**config.mk**
```make
export PLATFORM = sky130hd
export DESIGN_NAME = uxa_ps2_tx
export DESIGN_NICKNAME = d
export VERILOG_FILES = /design/src/rtl/uxa_ps2_pkg.sv /design/src/rtl/uxa_ps2_sync.sv /design/src/rtl/uxa_ps2_tx.sv
export SDC_FILE = /design/constraint.sdc
export NUM_CORES = 1
export LEC_CHECK = 0
export CAP_MARGIN = 10
export CORE_MARGIN = 2
export CORE_UTILIZATION = 60
export DETAILED_ROUTE_END_ITERATION = 10
export HOLD_SLACK_MARGIN = 0.03
export PLACE_DENSITY = 0.82
export SLEW_MARGIN = 20
export SYNTH_ARGS = -nofsm -noshare
export SYNTH_HDL_FRONTEND = slang
export SYNTH_SLANG_ARGS = --single-unit
```
**constraint.sdc**
```tcl
create_clock -name sys_clk_i -period 3.07 [get_ports sys_clk_i]
set_input_delay 0.614 -clock sys_clk_i [delete_from_list [all_inputs] [get_ports sys_clk_i]]
set_output_delay 0.614 -clock sys_clk_i [all_outputs]
set_load 0.005 [all_outputs]
```
**src/rtl/uxa_ps2_pkg.sv**
```systemverilog
`default_nettype none
// ============================================================================
// Module : uxa_ps2_pkg
// Brief  : Shared PS/2 host-transmit types, frame constants and timing defaults
// Rev    : 1.0 - initial release
// ============================================================================
package uxa_ps2_pkg;

    typedef enum logic [2:0] {
        S_IDLE     = 3'd0,
        S_INHIBIT  = 3'd1,
        S_RTS      = 3'd2,
        S_SEND     = 3'd3,
        S_WAITIDLE = 3'd4,
        S_DONE     = 3'd5
    } ps2_tx_state_t;

    localparam int c_frame_bits           = 11;
    localparam int c_inhibit_cycles_def   = 5000;
    localparam int c_timeout_cycles_def   = 750000;
    localparam int c_cnt_w_def            = 20;

    // PS/2 uses odd parity: the parity bit makes the total count of ones odd.
    function automatic logic odd_parity(input logic [7:0] data);
        return ~^data;
    endfunction

endpackage
`default_nettype wire

```
**src/rtl/uxa_ps2_sync.sv**
```systemverilog
`default_nettype none
// ============================================================================
// Module : uxa_ps2_sync
// Brief  : Two-flop synchroniser for PS/2 clk/dat plus clock falling-edge detect
// Rev    : 1.0 - initial release
// ============================================================================
module uxa_ps2_sync (
    input  logic clk,
    input  logic rst,
    input  logic i_ps2_clk,
    input  logic i_ps2_dat,
    output logic o_clk_sync,
    output logic o_dat_sync,
    output logic o_clk_fall
);

    logic [1:0] w_raw;
    logic [1:0] w_sync;
    logic       r_clk_prev;

    assign w_raw = {i_ps2_dat, i_ps2_clk};

    // Idle bus level is high, so flops reset high to avoid a phantom fall.
    generate
        for (genvar g = 0; g < 2; g++) begin : g_line
            logic r_meta;
            logic r_sync;
            always_ff @(posedge clk) begin
                if (rst) begin
                    r_meta <= 1'b1;
                    r_sync <= 1'b1;
                end else begin
                    r_meta <= w_raw[g];
                    r_sync <= r_meta;
                end
            end
            assign w_sync[g] = r_sync;
        end
    endgenerate

    always_ff @(posedge clk) begin
        if (rst) begin
            r_clk_prev <= 1'b1;
        end else begin
            r_clk_prev <= w_sync[0];
        end
    end

    assign o_clk_sync = w_sync[0];
    assign o_dat_sync = w_sync[1];
    assign o_clk_fall = r_clk_prev & ~w_sync[0];

endmodule
`default_nettype wire

```
**src/rtl/uxa_ps2_tx.sv**
```systemverilog
`default_nettype none
// ============================================================================
// Module : uxa_ps2_tx
// Brief  : PS/2 host-to-device transmitter (inhibit, RTS, frame shift, ACK)
// Rev    : 1.0 - initial release
// ============================================================================
module uxa_ps2_tx
    import uxa_ps2_pkg::*;
#(
    parameter int INHIBIT_CYCLES = c_inhibit_cycles_def,
    parameter int TIMEOUT_CYCLES = c_timeout_cycles_def,
    parameter int CNT_W          = c_cnt_w_def
) (
    input  logic       sys_clk_i,
    input  logic       sys_reset_i,
    input  logic [7:0] d_i,
    input  logic       we_i,
    output logic       busy_o,
    output logic       done_o,
    output logic       ack_o,
    output logic       err_o,
    input  logic       ps2_clk_i,
    input  logic       ps2_dat_i,
    output logic       ps2_clk_oe_o,
    output logic       ps2_dat_oe_o
);

    localparam logic [CNT_W-1:0] c_inh_last = CNT_W'(INHIBIT_CYCLES - 1);
    localparam logic [CNT_W-1:0] c_to_last  = CNT_W'(TIMEOUT_CYCLES - 1);
    localparam logic [3:0]       c_last_bit = 4'(c_frame_bits);

    ps2_tx_state_t    r_state, w_state_nxt;
    logic [CNT_W-1:0] r_cnt, w_cnt_nxt;
    logic [3:0]       r_bitcnt, w_bitcnt_nxt, w_fall_idx;
    logic [7:0]       r_shreg, w_shreg_nxt;
    logic             r_parity, w_parity_nxt;
    logic             r_ack, w_ack_nxt;
    logic             r_clk_oe, w_clk_oe_nxt;
    logic             r_dat_oe, w_dat_oe_nxt;
    logic             r_done, w_done_nxt;
    logic             r_ack_out, w_ack_out_nxt;
    logic             r_err, w_err_nxt;
    logic             w_clk_sync, w_dat_sync, w_fall;

    uxa_ps2_sync u_sync (
        .clk        (sys_clk_i),
        .rst        (sys_reset_i),
        .i_ps2_clk  (ps2_clk_i),
        .i_ps2_dat  (ps2_dat_i),
        .o_clk_sync (w_clk_sync),
        .o_dat_sync (w_dat_sync),
        .o_clk_fall (w_fall)
    );

    always_ff @(posedge sys_clk_i) begin
        if (sys_reset_i) begin
            r_state   <= S_IDLE;
            r_cnt     <= '0;
            r_bitcnt  <= '0;
            r_shreg   <= '0;
            r_parity  <= 1'b0;
            r_ack     <= 1'b0;
            r_clk_oe  <= 1'b0;
            r_dat_oe  <= 1'b0;
            r_done    <= 1'b0;
            r_ack_out <= 1'b0;
            r_err     <= 1'b0;
        end else begin
            r_state   <= w_state_nxt;
            r_cnt     <= w_cnt_nxt;
            r_bitcnt  <= w_bitcnt_nxt;
            r_shreg   <= w_shreg_nxt;
            r_parity  <= w_parity_nxt;
            r_ack     <= w_ack_nxt;
            r_clk_oe  <= w_clk_oe_nxt;
            r_dat_oe  <= w_dat_oe_nxt;
            r_done    <= w_done_nxt;
            r_ack_out <= w_ack_out_nxt;
            r_err     <= w_err_nxt;
        end
    end

    always_comb begin
        w_state_nxt   = r_state;
        w_cnt_nxt     = r_cnt;
        w_bitcnt_nxt  = r_bitcnt;
        w_shreg_nxt   = r_shreg;
        w_parity_nxt  = r_parity;
        w_ack_nxt     = r_ack;
        w_clk_oe_nxt  = r_clk_oe;
        w_dat_oe_nxt  = r_dat_oe;
        w_done_nxt    = 1'b0;
        w_ack_out_nxt = 1'b0;
        w_err_nxt     = 1'b0;
        w_fall_idx    = r_bitcnt + 4'd1;

        case (r_state)
            S_IDLE: begin
                w_clk_oe_nxt = 1'b0;
                w_dat_oe_nxt = 1'b0;
                if (we_i) begin
                    w_shreg_nxt  = d_i;
                    w_parity_nxt = odd_parity(d_i);
                    w_cnt_nxt    = '0;
                    w_bitcnt_nxt = '0;
                    w_clk_oe_nxt = 1'b1;
                    w_state_nxt  = S_INHIBIT;
                end
            end
            S_INHIBIT: begin
                if (r_cnt == c_inh_last) begin
                    w_cnt_nxt    = '0;
                    w_dat_oe_nxt = 1'b1;
                    w_state_nxt  = S_RTS;
                end else begin
                    w_cnt_nxt = r_cnt + CNT_W'(1);
                end
            end
            S_RTS: begin
                w_clk_oe_nxt = 1'b0;
                w_bitcnt_nxt = '0;
                w_cnt_nxt    = '0;
                w_state_nxt  = S_SEND;
            end
            S_SEND: begin
                // Line changes land one cycle after the detected fall, while the
                // device is still holding clock low.
                if (w_fall) begin
                    w_cnt_nxt    = '0;
                    w_bitcnt_nxt = w_fall_idx;
                    if (w_fall_idx <= 4'd8) begin
                        w_dat_oe_nxt = ~r_shreg[r_bitcnt[2:0]];
                    end else if (w_fall_idx == 4'd9) begin
                        w_dat_oe_nxt = ~r_parity;
                    end else if (w_fall_idx < c_last_bit) begin
                        w_dat_oe_nxt = 1'b0;
                    end else begin
                        w_ack_nxt    = ~w_dat_sync;
                        w_dat_oe_nxt = 1'b0;
                        w_state_nxt  = S_WAITIDLE;
                    end
                end else if (r_cnt == c_to_last) begin
                    w_clk_oe_nxt = 1'b0;
                    w_dat_oe_nxt = 1'b0;
                    w_done_nxt   = 1'b1;
                    w_err_nxt    = 1'b1;
                    w_cnt_nxt    = '0;
                    w_state_nxt  = S_IDLE;
                end else begin
                    w_cnt_nxt = r_cnt + CNT_W'(1);
                end
            end
            S_WAITIDLE: begin
                if (w_clk_sync && w_dat_sync) begin
                    w_done_nxt    = 1'b1;
                    w_ack_out_nxt = r_ack;
                    w_err_nxt     = ~r_ack;
                    w_state_nxt   = S_DONE;
                end else if (w_fall) begin
                    w_cnt_nxt = '0;
                end else if (r_cnt == c_to_last) begin
                    w_clk_oe_nxt = 1'b0;
                    w_dat_oe_nxt = 1'b0;
                    w_done_nxt   = 1'b1;
                    w_err_nxt    = 1'b1;
                    w_cnt_nxt    = '0;
                    w_state_nxt  = S_IDLE;
                end else begin
                    w_cnt_nxt = r_cnt + CNT_W'(1);
                end
            end
            S_DONE: begin
                w_state_nxt = S_IDLE;
            end
            default: begin
                w_state_nxt = S_IDLE;
            end
        endcase
    end

    assign busy_o       = (r_state != S_IDLE);
    assign done_o       = r_done;
    assign ack_o        = r_ack_out;
    assign err_o        = r_err;
    assign ps2_clk_oe_o = r_clk_oe;
    assign ps2_dat_oe_o = r_dat_oe;

endmodule
`default_nettype wire

```
# == After elaboration in Yosys (flattened, before gate mapping) ==
# Index checks and enable logic that the tools add are counted.
# totals
regBits,47
in_bits,13
output_inout_bits,6
elab_cells,104
# op_classes
addsub,2
n_lt_le_gt_ge,3
eq_ne,16
muxes,40
bitwise,11
reduce_logical,16
# ops
op,count
$mux W20,5
$pmux W20 S5,1
$mux W3,9
$add A20 B1 Y20 const B,1
$eq A20 B13 Y1 const B,1
$eq A20 B20 Y1 const B,1
$mux W1,16
$pmux W3 S5,1
$ne A3 B3 Y1 const B,4
$pmux W4 S3,1
$not A1 Y1,10
$mux W4,2
$ne A2 B2 Y1 const B,4
$pmux W1 S4,2
$reduce_bool A4 Y1,2
$reduce_xnor A8 Y1,1
$eq A3 B2 Y1 const B,2
$reduce_and A3 Y1,2
$reduce_and A6 Y1,1
$reduce_bool A3 Y1,2
$reduce_and A5 Y1,1
$reduce_bool A5 Y1,1
$add A4 B1 Y4 const B,1
$eq A4 B4 Y1 const B,1
14 further kinds,16

# == Longest topological paths before layout ==
# logic_depth
word_depth,7
depth_mapped,7
depth_no_buf,7

# == Hierarchy ==
# Synthesis repeated with hierarchy kept, for this count alone.
# hier_totals
cells_unflattened,297
hier_area_um2,2438.6
# modules_own_cells
mod,instances,cells_per_inst,area_per_inst_um2,seq_area_each_um2
uxa_ps2_tx,1,286,2301.0,840.8
uxa_ps2_sync,1,11,137.6,100.1

# == Worst setup path before layout ==
# Ideal clock, no wire load.
# synth_timing
path_type,register -> register
from,register r_cnt[0]
to,register r_dat_oe (netlist: ps2_dat_oe_o)
setup_ps,116
t_arrival_ps,1758
required_ps,2954
setup_slack_ps,1196
stages_incl_launch_ff,7
path_buffers,0
period_less_slack_ps,1874
cell_sequence,dfxtp_1 -> ha_1 -> nand3_1 -> nor4_1 -> nand3_1 -> a211o_1 -> a41o_1
# synth_between
elab_chain_len,5
elab_cells_between_ends,9
cone_classes,3 x eq/ne; 5 x mux; 1 x reduce/logical
# synth_rtl
item,line_no,rtl
from (decl),uxa_ps2_tx.sv:33,"logic [CNT_W-1:0] r_cnt, w_cnt_nxt;"
from (signal assigned),uxa_ps2_tx.sv:70,r_cnt <= w_cnt_nxt;
$eq A20 B20 Y1,"uxa_ps2_tx.sv:142, uxa_ps2_tx.sv:161",
$mux W1 (3 in series),n/a,
$pmux W1 S4,n/a,
to (signal assigned),uxa_ps2_tx.sv:76,r_dat_oe <= w_dat_oe_nxt;
to (decl),uxa_ps2_tx.sv:39,"logic r_dat_oe, w_dat_oe_nxt;"
# Several ways; a longest one is shown, not always the timed one. The select of a mux whose other input is x is not followed.
# A chain may end at the register's enable or synchronous reset.

# == Final worst setup path ==
# layout_timing
from,register r_state[2]
to,output port busy_o
# layout_between
elab_chain_len,1
# layout_rtl
item,line_no,rtl
from (decl),uxa_ps2_tx.sv:32,"ps2_tx_state_t r_state, w_state_nxt;"
from (signal assigned),uxa_ps2_tx.sv:69,r_state <= w_state_nxt;
$reduce_bool A3 Y1,uxa_ps2_tx.sv:181,assign busy_o = (r_state != S_IDLE);
to (decl),uxa_ps2_tx.sv:18,"output logic busy_o,"
# No other way between the ends.

==> metrics <==
outcome=finished clean; met3 wire length=188 um; synthesized area per cell=8.548 um^2; Die Ht=68.39 um; startpoint types=flip-flop; Max-Cap Viols=0; vias in the first global route=around 2000; Final WS setup=~670 ps; initial drt markers=about 120; hpwl dp=3.594 mm; Num CTS Buffers=5; Fin Clk Skew=approximately 16 ps; Area growth syn-to-layout=12.12%; total grt overflow=0; layout cell share with drive strength beyond 1=10.13%; Switch Pwr=0.2900 mW; top routing layer used=met4; Worst Max-Slew Pin Slew=between 800 and 900 ps; DR WL/cell=14.21 um; Synthesized Nets=309; Sw Share=approximately a quarter; pin count of the biggest net entering global routing=29; worst vdd ir=0.2806 mV; Total GRT Usage=between 20% and 30%; worst slack at placement=between 600 and 700 ps; final routed DRC violation total=0; # hold bufs at CTS=0; Leakage=~0.94 nW; initial core utilization=between 60% and 70%; RSZ-0062 raised after global routing=false; Gate power share=approximately 9.7%; Achievable Freq=416.0 MHz; setup tns final=0 ps; endpoints failing setup=0; initial antenna violation count=0; row count=23; final hold vios=0; CTS sink count=47; H-tree depth=2; synthesis-stage register bit count=47; # Post-CTS Setup Buffers=0; most frequent cells in the layout=dfxtp_1, nand2_1, nor2_1; PD cells=443.6 nW/um^2; clk buf depth=2; Unique masters post-synth=56; Tightest Hold Check Type=flip-flop to flip-flop; via count=a little over 2000; commonest non-fill, non-tap cell in the layout=dfxtp_1; Synth Instances=291; Synth warnings=0; Yosys top cell by area=dfxtp_1; power share of the clock group=~39%; FFs w/ async S/R, synth=0%; CP Max Fanout=18; Synth top area share=37.83%; via/cell ratio=5.820; final cell count without fillers=356; Reg area=940.9 um^2; Final min period=2404 ps; clock latency on the worst-skew pair=310 ps; io pins=19; first-pass GRT wire length=8.542 mm; Die X=68.39 um; Max Slew Vio Count=0; Fin Hold WS=418.7 ps; Pint=0.9472 mW; Resize count post-CTS=0; Routed met1 length=2.235 mm; met2 wire length=2.559 mm; Final #Nets=about 320; placed cell count=around 350; DR pass1 iterations=4; WL final=5.057 mm; Worst-path clk slew=around 100 ps; core area=4000 um^2; sequential area share after synthesis=37.83%; Final Cycle Share=roughly four fifths; crit end category=output pin; post-route ant nets=0; fill cell total of the finished layout=328; kind of critical path=flip-flop to output pin; # port buffers=18; routability cong.=0.8878; CTS tree=yes; EDFF count, synth=0; sequential fraction of design power=51.7%; slew margin rel.=~45%; Worst Path Required=2460 ps; Clock Tree Root=clkbuf_8; critical path arrival=1790 ps; top cells by area, synth=dfxtp_1, xnor2_1, a21oi_1; die area=about 4700 um^2; area of the multi-input gates=1446 um^2; Synth Flop Type=dfxtp_1; Mapped Area=roughly 2500 um^2; Antenna Cells=0
-- power by group through the flow --
stage                     logic (mW)  clock network [mW]  registers, mW
after global routing           0.134               0.503          0.642
final                          0.120               0.478          0.639
after detailed placement       0.120                   0          0.653
after global placement         0.118                   0          0.653
after CTS                      0.121               0.482          0.639
after floorplan               0.0888                   0          0.648
-- logic make-up after synthesis --
kind of cell	count (synthesis)	share of synthesized area (%)
muxes	7	3.370
buffers and inverters	21	4.024
xor gates and xnor gates	27	9.507
and+or+nand+nor	129	27.36
AOI/OAI and AO/OA	55	15.39
adders and majority gates	5	2.515
DFF	47	37.83
-- critical path: stages, from the launching register on --
cell             delay (ps)
dfxtp_1                 740
nor3_1                  160
inv_1                    90
clkdlybuf4s50_1         490
-- cells in the mapped netlist (3+ instances only) --
| library cell | count |
|---|---|
| nor2b_1 | 4 |
| nand3b_1 | 3 |
| ha_1 | 5 |
| o21ai_0 | 10 |
| xnor2_1 | 17 |
| nor2_1 | 26 |
| clkbuf_1 | 7 |
| nand2_1 | 32 |
| nand3_1 | 15 |
| a211oi_1 | 3 |
| xor2_1 | 10 |
| a21oi_1 | 24 |
| and3_1 | 4 |
| dfxtp_1 | 47 |
| inv_1 | 9 |
| or2_2 | 6 |
| nand4_1 | 5 |
| nor2_2 | 5 |
| nor3b_1 | 3 |
| nor3_1 | 8 |
| mux2i_1 | 5 |
-- final cells by class --
type / instances / share of cell area, %
clock buffers: 6 / 2.961
inverters: 9 / 1.211
multi-input cells: 223 / 51.86
repair buffers: 19 / 6.729
clock inverters: 2 / 1.256
flip-flops and latches: 47 / 33.74
well taps: 50 / 2.243
-- routing by layer --
layer  up-vias  GRT usage, %
met5         -             0
met4         0         8.500
met3         7         5.592
met2        39         43.75
met1       975         27.36
li1       1051             -
-- path summary, 6_finish.rpt --
path / from / end / slack, ps / cells past startpoint
worst max-delay path: r_state[2]$_SDFFE_PP0P_ / busy_o / 670 / 3
worst min-delay path: u_sync.g_line[1].r_meta$_SDFF_PP1_ / u_sync.o_dat_sync$_SDFF_PP1_ / 420 / 1
worst max register to register: r_cnt[0]$_SDFFE_PP0P_ / r_cnt[2]$_SDFFE_PP0P_ / 690 / 6
worst min register to register: u_sync.g_line[1].r_meta$_SDFF_PP1_ / u_sync.o_dat_sync$_SDFF_PP1_ / 420 / 1
-- per-stage QoR --
step / util (%) / cell area (um^2) / power, mW
after floorplan: - / 2487 / 0.7365
after global placement: 66.78 / 2671 / 0.7705
after detailed placement: 66.78 / 2671 / 0.7737
after CTS: 69.72 / 2789 / 1.241
after global routing: 69.72 / 2789 / 1.279
final: 69.72 / 2789 / 1.237
-- state kept, by name (all words and copies together) (netlist names), 2 cells and up --
register              count
u_sync.g_line.r_meta      2
r_shreg                   8
r_cnt                    20
r_bitcnt                  4
r_state                   3
Note: power is estimated with default switching activity, not from simulation.
